`config.mk`:
```
export PLATFORM = sky130hd
export DESIGN_NAME = dbus_timer_slave
export DESIGN_NICKNAME = d
export VERILOG_FILES = /design/src/rtl/dbus_timer_pkg.sv /design/src/rtl/dbus_timer_prescaler.sv /design/src/rtl/dbus_timer_slave.sv
export SDC_FILE = /design/constraint.sdc
export NUM_CORES = 1
export LEC_CHECK = 0
export ABC_AREA = 1
export CAP_MARGIN = 10
export CORE_ASPECT_RATIO = 1.75
export CORE_MARGIN = 1.5
export CORE_UTILIZATION = 62
export DETAILED_ROUTE_END_ITERATION = 10
export GPL_ROUTABILITY_DRIVEN = 0
export HOLD_SLACK_MARGIN = 0.12
export PLACE_DENSITY = 0.92
export SKIP_CTS_REPAIR_TIMING = 1
export SYNTH_ARGS = -nofsm -noshare
export SYNTH_HDL_FRONTEND = slang
export SYNTH_SLANG_ARGS = --single-unit
```
`constraint.sdc`:
```
create_clock -name clk_i -period 3.6 [get_ports clk_i]
set_input_delay 0.54 -clock clk_i [delete_from_list [all_inputs] [get_ports clk_i]]
set_output_delay 0.54 -clock clk_i [all_outputs]
set_load 0.01 [all_outputs]
```
`src/rtl/dbus_timer_pkg.sv`:
```
// Shared constants for the data-bus timer slave: register map, bit positions,
// FSM encoding and reset values.
package dbus_timer_pkg;

    localparam logic [2:0] ADDR_CTRL    = 3'd0;
    localparam logic [2:0] ADDR_PRESC   = 3'd1;
    localparam logic [2:0] ADDR_CMP     = 3'd2;
    localparam logic [2:0] ADDR_CNT     = 3'd3;
    localparam logic [2:0] ADDR_STATUS  = 3'd4;
    localparam logic [2:0] ADDR_SCRATCH = 3'd5;
    localparam logic [2:0] ADDR_ID      = 3'd6;
    localparam logic [2:0] ADDR_CAPT    = 3'd7;

    localparam int CTRL_EN      = 0;
    localparam int CTRL_RELOAD  = 1;
    localparam int CTRL_IRQ_EN  = 2;

    localparam int ST_MATCH     = 0;
    localparam int ST_RUNNING   = 1;
    localparam int ST_CAPF      = 2;

    localparam logic [7:0] RST_PRESC = 8'h00;
    localparam logic [7:0] RST_CMP   = 8'hFF;

    typedef enum logic [1:0] {
        IDLE = 2'd0,
        RUN  = 2'd1,
        DONE = 2'd2
    } timer_state_e;

endpackage

```
`src/rtl/dbus_timer_prescaler.sv`:
```
// Prescaler for the timer: one-cycle tick every presc_i+1 clocks while enabled,
// built as a down-counter that reloads on terminal count or restart.
module dbus_timer_prescaler #(
    parameter int WIDTH = 8
) (
    input  logic             clk_i,
    input  logic             rst_n_i,
    input  logic             en_i,
    input  logic             restart_i,
    input  logic [WIDTH-1:0] presc_i,
    output logic             tick_o
);

    logic [WIDTH-1:0] count_q, count_d;

    assign tick_o = en_i && !restart_i && (count_q == '0);

    // presc_i is the value PRESC will hold after this edge, so a write reloads fresh
    always_comb begin
        count_d = count_q - 1'b1;
        if (restart_i || !en_i || (count_q == '0)) begin
            count_d = presc_i;
        end
    end

    always_ff @(posedge clk_i or negedge rst_n_i) begin
        if (!rst_n_i) begin
            count_q <= '0;
        end else begin
            count_q <= count_d;
        end
    end

endmodule

```
`src/rtl/dbus_timer_slave.sv`:
```
// Data-bus timer slave: register file, read mux and counter FSM.
// Optional capture input enabled by defining TIMER_CAPTURE_EN.
//   state | meaning
//   IDLE  | counter frozen, waiting for CTRL.EN
//   RUN   | counting on prescaler ticks, compare active
//   DONE  | one-shot finished, counter frozen until re-enabled
module dbus_timer_slave
    import dbus_timer_pkg::*;
#(
    parameter int                    DATA_WIDTH = 8,
    parameter int                    ADDR_WIDTH = 3,
    parameter logic [DATA_WIDTH-1:0] ID_VALUE   = 'hA5
) (
    input  logic                  clk_i,
    input  logic                  rst_n_i,
    input  logic [ADDR_WIDTH-1:0] addr_i,
    input  logic [DATA_WIDTH-1:0] din_i,
    output logic [DATA_WIDTH-1:0] dout_o,
    input  logic                  wr_i,
`ifdef TIMER_CAPTURE_EN
    input  logic                  capture_i,
`endif
    output logic                  irq_o,
    output logic                  match_o
);

    timer_state_e          state_q;
    logic [2:0]            ctrl_q;
    logic [DATA_WIDTH-1:0] presc_q, cmp_q, cnt_q, scratch_q;
    logic [DATA_WIDTH-1:0] presc_d, capt, rd_data;
    logic                  match_flag_q, match_q, capf;
    logic                  tick, ev_tick, hit;

    logic [2:0] sel;
    logic       in_map;
    assign sel    = addr_i[2:0];
    assign in_map = ((addr_i >> 3) == '0);

    logic wr_ctrl, wr_presc, wr_cmp, wr_cnt, wr_status, wr_scratch;
    assign wr_ctrl    = wr_i && in_map && (sel == ADDR_CTRL);
    assign wr_presc   = wr_i && in_map && (sel == ADDR_PRESC);
    assign wr_cmp     = wr_i && in_map && (sel == ADDR_CMP);
    assign wr_cnt     = wr_i && in_map && (sel == ADDR_CNT);
    assign wr_status  = wr_i && in_map && (sel == ADDR_STATUS);
    assign wr_scratch = wr_i && in_map && (sel == ADDR_SCRATCH);

    assign presc_d = wr_presc ? din_i : presc_q;

    dbus_timer_prescaler #(.WIDTH(DATA_WIDTH)) u_presc (
        .clk_i     (clk_i),
        .rst_n_i   (rst_n_i),
        .en_i      (state_q == RUN),
        .restart_i (wr_ctrl || wr_presc),
        .presc_i   (presc_d),
        .tick_o    (tick)
    );

    // A bus write to CNT or CTRL owns the counter for that cycle; the tick is dropped.
    assign ev_tick = tick && !wr_cnt && !wr_ctrl;
    assign hit     = ev_tick && (cnt_q == cmp_q);

    always_ff @(posedge clk_i or negedge rst_n_i) begin
        if (!rst_n_i) begin
            state_q      <= IDLE;
            ctrl_q       <= '0;
            presc_q      <= DATA_WIDTH'(RST_PRESC);
            cmp_q        <= DATA_WIDTH'(RST_CMP);
            cnt_q        <= '0;
            scratch_q    <= '0;
            match_flag_q <= 1'b0;
            match_q      <= 1'b0;
        end else begin
            match_q <= hit;
            if (wr_presc)   presc_q   <= din_i;
            if (wr_cmp)     cmp_q     <= din_i;
            if (wr_scratch) scratch_q <= din_i;
            if (wr_ctrl)    ctrl_q    <= din_i[2:0];
            if (hit) begin
                match_flag_q <= 1'b1;
            end else if (wr_status && din_i[ST_MATCH]) begin
                match_flag_q <= 1'b0;
            end
            case (state_q)
                IDLE: if (wr_ctrl && din_i[CTRL_EN]) state_q <= RUN;
                RUN: begin
                    if (wr_ctrl && !din_i[CTRL_EN]) begin
                        state_q <= IDLE;
                    end else if (hit) begin
                        if (ctrl_q[CTRL_RELOAD]) begin
                            cnt_q <= '0;
                        end else begin
                            ctrl_q[CTRL_EN] <= 1'b0;
                            state_q         <= DONE;
                        end
                    end else if (ev_tick) begin
                        cnt_q <= cnt_q + 1'b1;
                    end
                end
                DONE: if (wr_ctrl && din_i[CTRL_EN]) begin
                    cnt_q   <= '0;
                    state_q <= RUN;
                end
                default: state_q <= IDLE;
            endcase
            if (wr_cnt) cnt_q <= din_i;
        end
    end

`ifdef TIMER_CAPTURE_EN
    logic [1:0]            cap_sync_q;
    logic                  cap_prev_q, capf_q, cap_edge;
    logic [DATA_WIDTH-1:0] capt_q;

    assign cap_edge = cap_sync_q[1] && !cap_prev_q;

    always_ff @(posedge clk_i or negedge rst_n_i) begin
        if (!rst_n_i) begin
            cap_sync_q <= '0;
            cap_prev_q <= 1'b0;
            capt_q     <= '0;
            capf_q     <= 1'b0;
        end else begin
            cap_sync_q <= {cap_sync_q[0], capture_i};
            cap_prev_q <= cap_sync_q[1];
            if (cap_edge) capt_q <= cnt_q;
            if (cap_edge) begin
                capf_q <= 1'b1;
            end else if (wr_status && din_i[ST_CAPF]) begin
                capf_q <= 1'b0;
            end
        end
    end

    assign capt = capt_q;
    assign capf = capf_q;
`else
    assign capt = '0;
    assign capf = 1'b0;
`endif

    always_comb begin
        rd_data = '0;
        if (in_map) begin
            case (sel)
                ADDR_CTRL:    rd_data[2:0] = ctrl_q;
                ADDR_PRESC:   rd_data = presc_q;
                ADDR_CMP:     rd_data = cmp_q;
                ADDR_CNT:     rd_data = cnt_q;
                ADDR_STATUS: begin
                    rd_data[ST_MATCH]   = match_flag_q;
                    rd_data[ST_RUNNING] = (state_q == RUN);
                    rd_data[ST_CAPF]    = capf;
                end
                ADDR_SCRATCH: rd_data = scratch_q;
                ADDR_ID:      rd_data = ID_VALUE;
                ADDR_CAPT:    rd_data = capt;
                default:      rd_data = '0;
            endcase
        end
    end

    assign dout_o  = rd_data;
    assign irq_o   = match_flag_q && ctrl_q[CTRL_IRQ_EN];
    assign match_o = match_q;

endmodule
```
==> impl_metrics.py <==
metrics = {
    "critical_path": {
        "cp_max_fo": 6,
        "critical_path_depth": 8,
        "arrival_ns": 2.52,
        "slowest_stage": "clkdlybuf4s50_1",
        "setup.worst_path.start_class": "primary input",
        "r2r-end": "cnt_q[5]",
        "rrSetupSlack_ns": 1.69,
        "path_class": "primary input to output port",
        "worst_path_largest_cell_delay_ns": 0.60,
        "path_cells": "clkdlybuf4s50_1 -> inv_1 -> nor2_1 -> nand2_1 -> o22ai_1 -> a21oi_1 -> nand4_1 -> clkdlybuf4s50_1",
        "path_buf_inv": 3,
        "reg2reg_depth": 11,
        "end_kind": "output port",
        "timing.rr.start": "u_presc.count_q[0]",
        "cp_top_family": "buffers and inverters",
        "required_ns": 3.06,
        "cpMostUsedCell": "clkdlybuf4s50_1",
    },
    "detailed_routing": {
        "wl_met3_um": 243,
        "vias": 2492,
        "avgViaCountPerCell": 5.677,
        "wl_met2_um": 3614,
        "wl_met1_um": 2480,
        "ant_nets": 0,
        "initialDrtViolationCount": 134,
        "dr.pass1.iters": 4,
        "post-route-drc-count": 0,
        "routed_wl_um": 6628,
        "routed_wire_length_per_instance_um": 15.10,
        "top_layer": "met4",
    },
    "yosys": {
        "synth_enable_flop_cells": 0,
        "synth.area.top_cells": "dfrtp_1 (35%), nand2_1 (18%), dfstp_2 (7.6%)",
        "synth_seq_cells": 47,
        "ys.flop_type": "dfrtp_1",
        "yosysTopAreaCell": "dfrtp_1",
        "synth_top_cell_area_share": 0.3510,
        "synth.avg_cell_area_sq_um": 7.659,
        "netlist-cell-type-count": 35,
        "ys_seq_area_frac": 0.4266,
        "synth_fp_nets": 380,
        "synthesis.area_sq_um": 2780,
        "synthArstFlopShare": 1.000,
        "syn_inst": 363,
        "yosys_warnings": 0,
    },
    "sta": {
        "period_share": 0.8503,
        "slew_headroom": 0.3018,
        "final_max_slew_viol_count": 0,
        "tightest_slew_ns": 1.047,
        "rsz0062_at_grt": "false",
        "finalSetupViolations": 0,
        "hold_viol_final": 0,
        "fin_tns_setup_ns": 0,
        "hold_slack_ns": 0.3948,
        "final.min_clock_period_ns": 3.061,
        "fin_worst_skew_ns": 0.01949,
        "fmax_ghz": 0.3267,
    },
    "pwr": {
        "power_leakage_nw": 1.545,
        "clkPwrFrac": 0.182,
        "power_switching_uw": 765.4,
        "vdd_ir_drop_max_uv": 493.9,
        "combPwrFrac": 0.390,
        "seqPwrFrac": 0.429,
        "p_sw_frac": 0.3977,
        "power_density_nw_per_um2": 618.3,
        "total_power_mw": 1.925,
        "intPower_mw": 1.159,
    },
    "clock_tree": {
        "numCtsBuffers": 5,
        "clockBufferDepth": 2,
        "clk_latency_ns": 0.32,
        "path_clk_slew_ns": 0.10,
        "h-tree-depth": 2,
        "cts_sinks": 47,
        "cts_tree": "yes",
        "cts_root_buffer": "clkbuf_8",
    },
    "grt": {
        "track_usage": 0.3121,
        "grt_pass1_vias": 2501,
        "antenna_found_initial": 0,
        "grt_max_degree": 48,
        "overflow": 0,
        "grt_first_pass_wirelength_um": 11250,
    },
    "min_path": {
        "holdCritPathClass": "primary input to asynchronous set/reset pin",
    },
    "die": {
        "pin_count": 24,
        "design.die.area_sq_um": 4911,
        "coreArea_sq_um": 4364,
        "initial_core_util": 0.6370,
        "die_w_um": 53.62,
        "num_rows": 32,
        "die_h_um": 91.59,
    },
    "run": {
        "max_cap_violations": 0,
    },
    "finish": {
        "drive_gt1_frac": 0.1186,
        "syn_to_final_growth_pct": 11.97,
        "antenna_cells": 0,
        "fin_nets": 404,
    },
    "status": {
        "status": "finished clean",
    },
    "placed_design": {
        "io_buffers": 23,
        "dpl.hpwl_um": 4861,
    },
}
cells in the mapped netlist (3+ instances only):
library cell and n:
nand2_1 135, inv_1 41, dfrtp_1 39, o21ai_0 27, nor2_1 23, nand3_1 9
dfstp_2 8, o21ai_1 7, nand2_2 6, xnor2_1 6, inv_2 5, nand4_1 5
o22ai_1 5, buf_6 4, nand3_4 4, xor2_1 4, a22oi_1 3, ha_1 3
nor2_2 3, o211ai_1 3
cell usage in the layout (no fill, tap or decap), drive strengths merged:
cell	n
a22oi	3
a221o	2
clkinvlp	1
a211oi	1
o21ai	34
nand2	143
a21oi	2
a221oi	1
buf	1
mux2	4
nor3	2
o211ai	3
xor2	4
o21bai	1
ha	3
inv	47
clkdlybuf4s50	22
o22ai	5
clkinv	2
clkbuf	6
xnor2	6
nand4	5
nand3	14
dfrtp	39
dfstp	8
a31oi	1
nor2	28
stage by stage:
| stage | util | setup slack [ns] | instance area [sq um] | instances |
|---|---|---|---|---|
| floorplan | - | 1.859 | 2780 | 363 |
| global route | 0.7133 | 0.4391 | 3113 | 439 |
| detailed placement | 0.6907 | 0.5869 | 3014 | 431 |
| finish | 0.7133 | 0.5388 | 3113 | 439 |
| global placement | 0.6907 | 0.6445 | 3014 | 431 |
| CTS | 0.7133 | 0.5849 | 3113 | 439 |
worst max path at each step:
stage	start	endpoint	slack, ns
2_1_floorplan	addr_i[0]	dout_o[3]	1.86
3_3_place_gp	addr_i[0]	dout_o[3]	0.64
3_5_place_dp	addr_i[0]	dout_o[7]	0.59
4_1_cts	addr_i[0]	dout_o[7]	0.58
5_1_grt	addr_i[0]	dout_o[7]	0.44
6_report	addr_i[1]	dout_o[2]	0.54
state kept, by name (all words and copies together) (netlist names):
signal           flops
presc_q              8
match_flag_q         1
ctrl_q               3
u_presc.count_q      8
cnt_q                8
cmp_q                8
match_o              1
scratch_q            8
state_q              2
final cells by class:
class	count	area [sq um]
repair buffers	23	225.2
flip-flops and latches	47	1186
well taps	51	63.81
clock buffers	6	82.58
inverters	48	182.7
multi-input cells	262	1356
fillers	349	1251
clock inverters	2	16.27
power by group through the flow:
| stage | clock, mW | sequential [mW] | combinational [mW] |
|---|---|---|---|
| final | 0.350 | 0.825 | 0.750 |
| after global routing | 0.370 | 0.845 | 0.854 |
| after CTS | 0.349 | 0.823 | 0.748 |
| after detailed placement | 0 | 0.832 | 0.735 |
| after global placement | 0 | 0.822 | 0.703 |
| after floorplan | 0 | 0.786 | 0.579 |
kinds of logic after synthesis:
family	share of synthesized area
XOR/XNOR	0.03150
AND/OR/NAND/NOR	0.3096
AO/OA/AOI/OAI	0.1143
flip-flops	0.4266
multiplexers	0.01890
buffers and inverters	0.08551
adder cells (fa/ha/maj)	0.01350
metal layers:
| layer | global-route usage | vias to the layer above |
|---|---|---|
| met5 | 0 | - |
| met4 | 0.1667 | 0 |
| met3 | 0.05263 | 24 |
| met2 | 0.5144 | 74 |
| met1 | 0.3705 | 1196 |
| li1 | - | 1198 |
No activity file was read; power rests on OpenSTA's default activity.
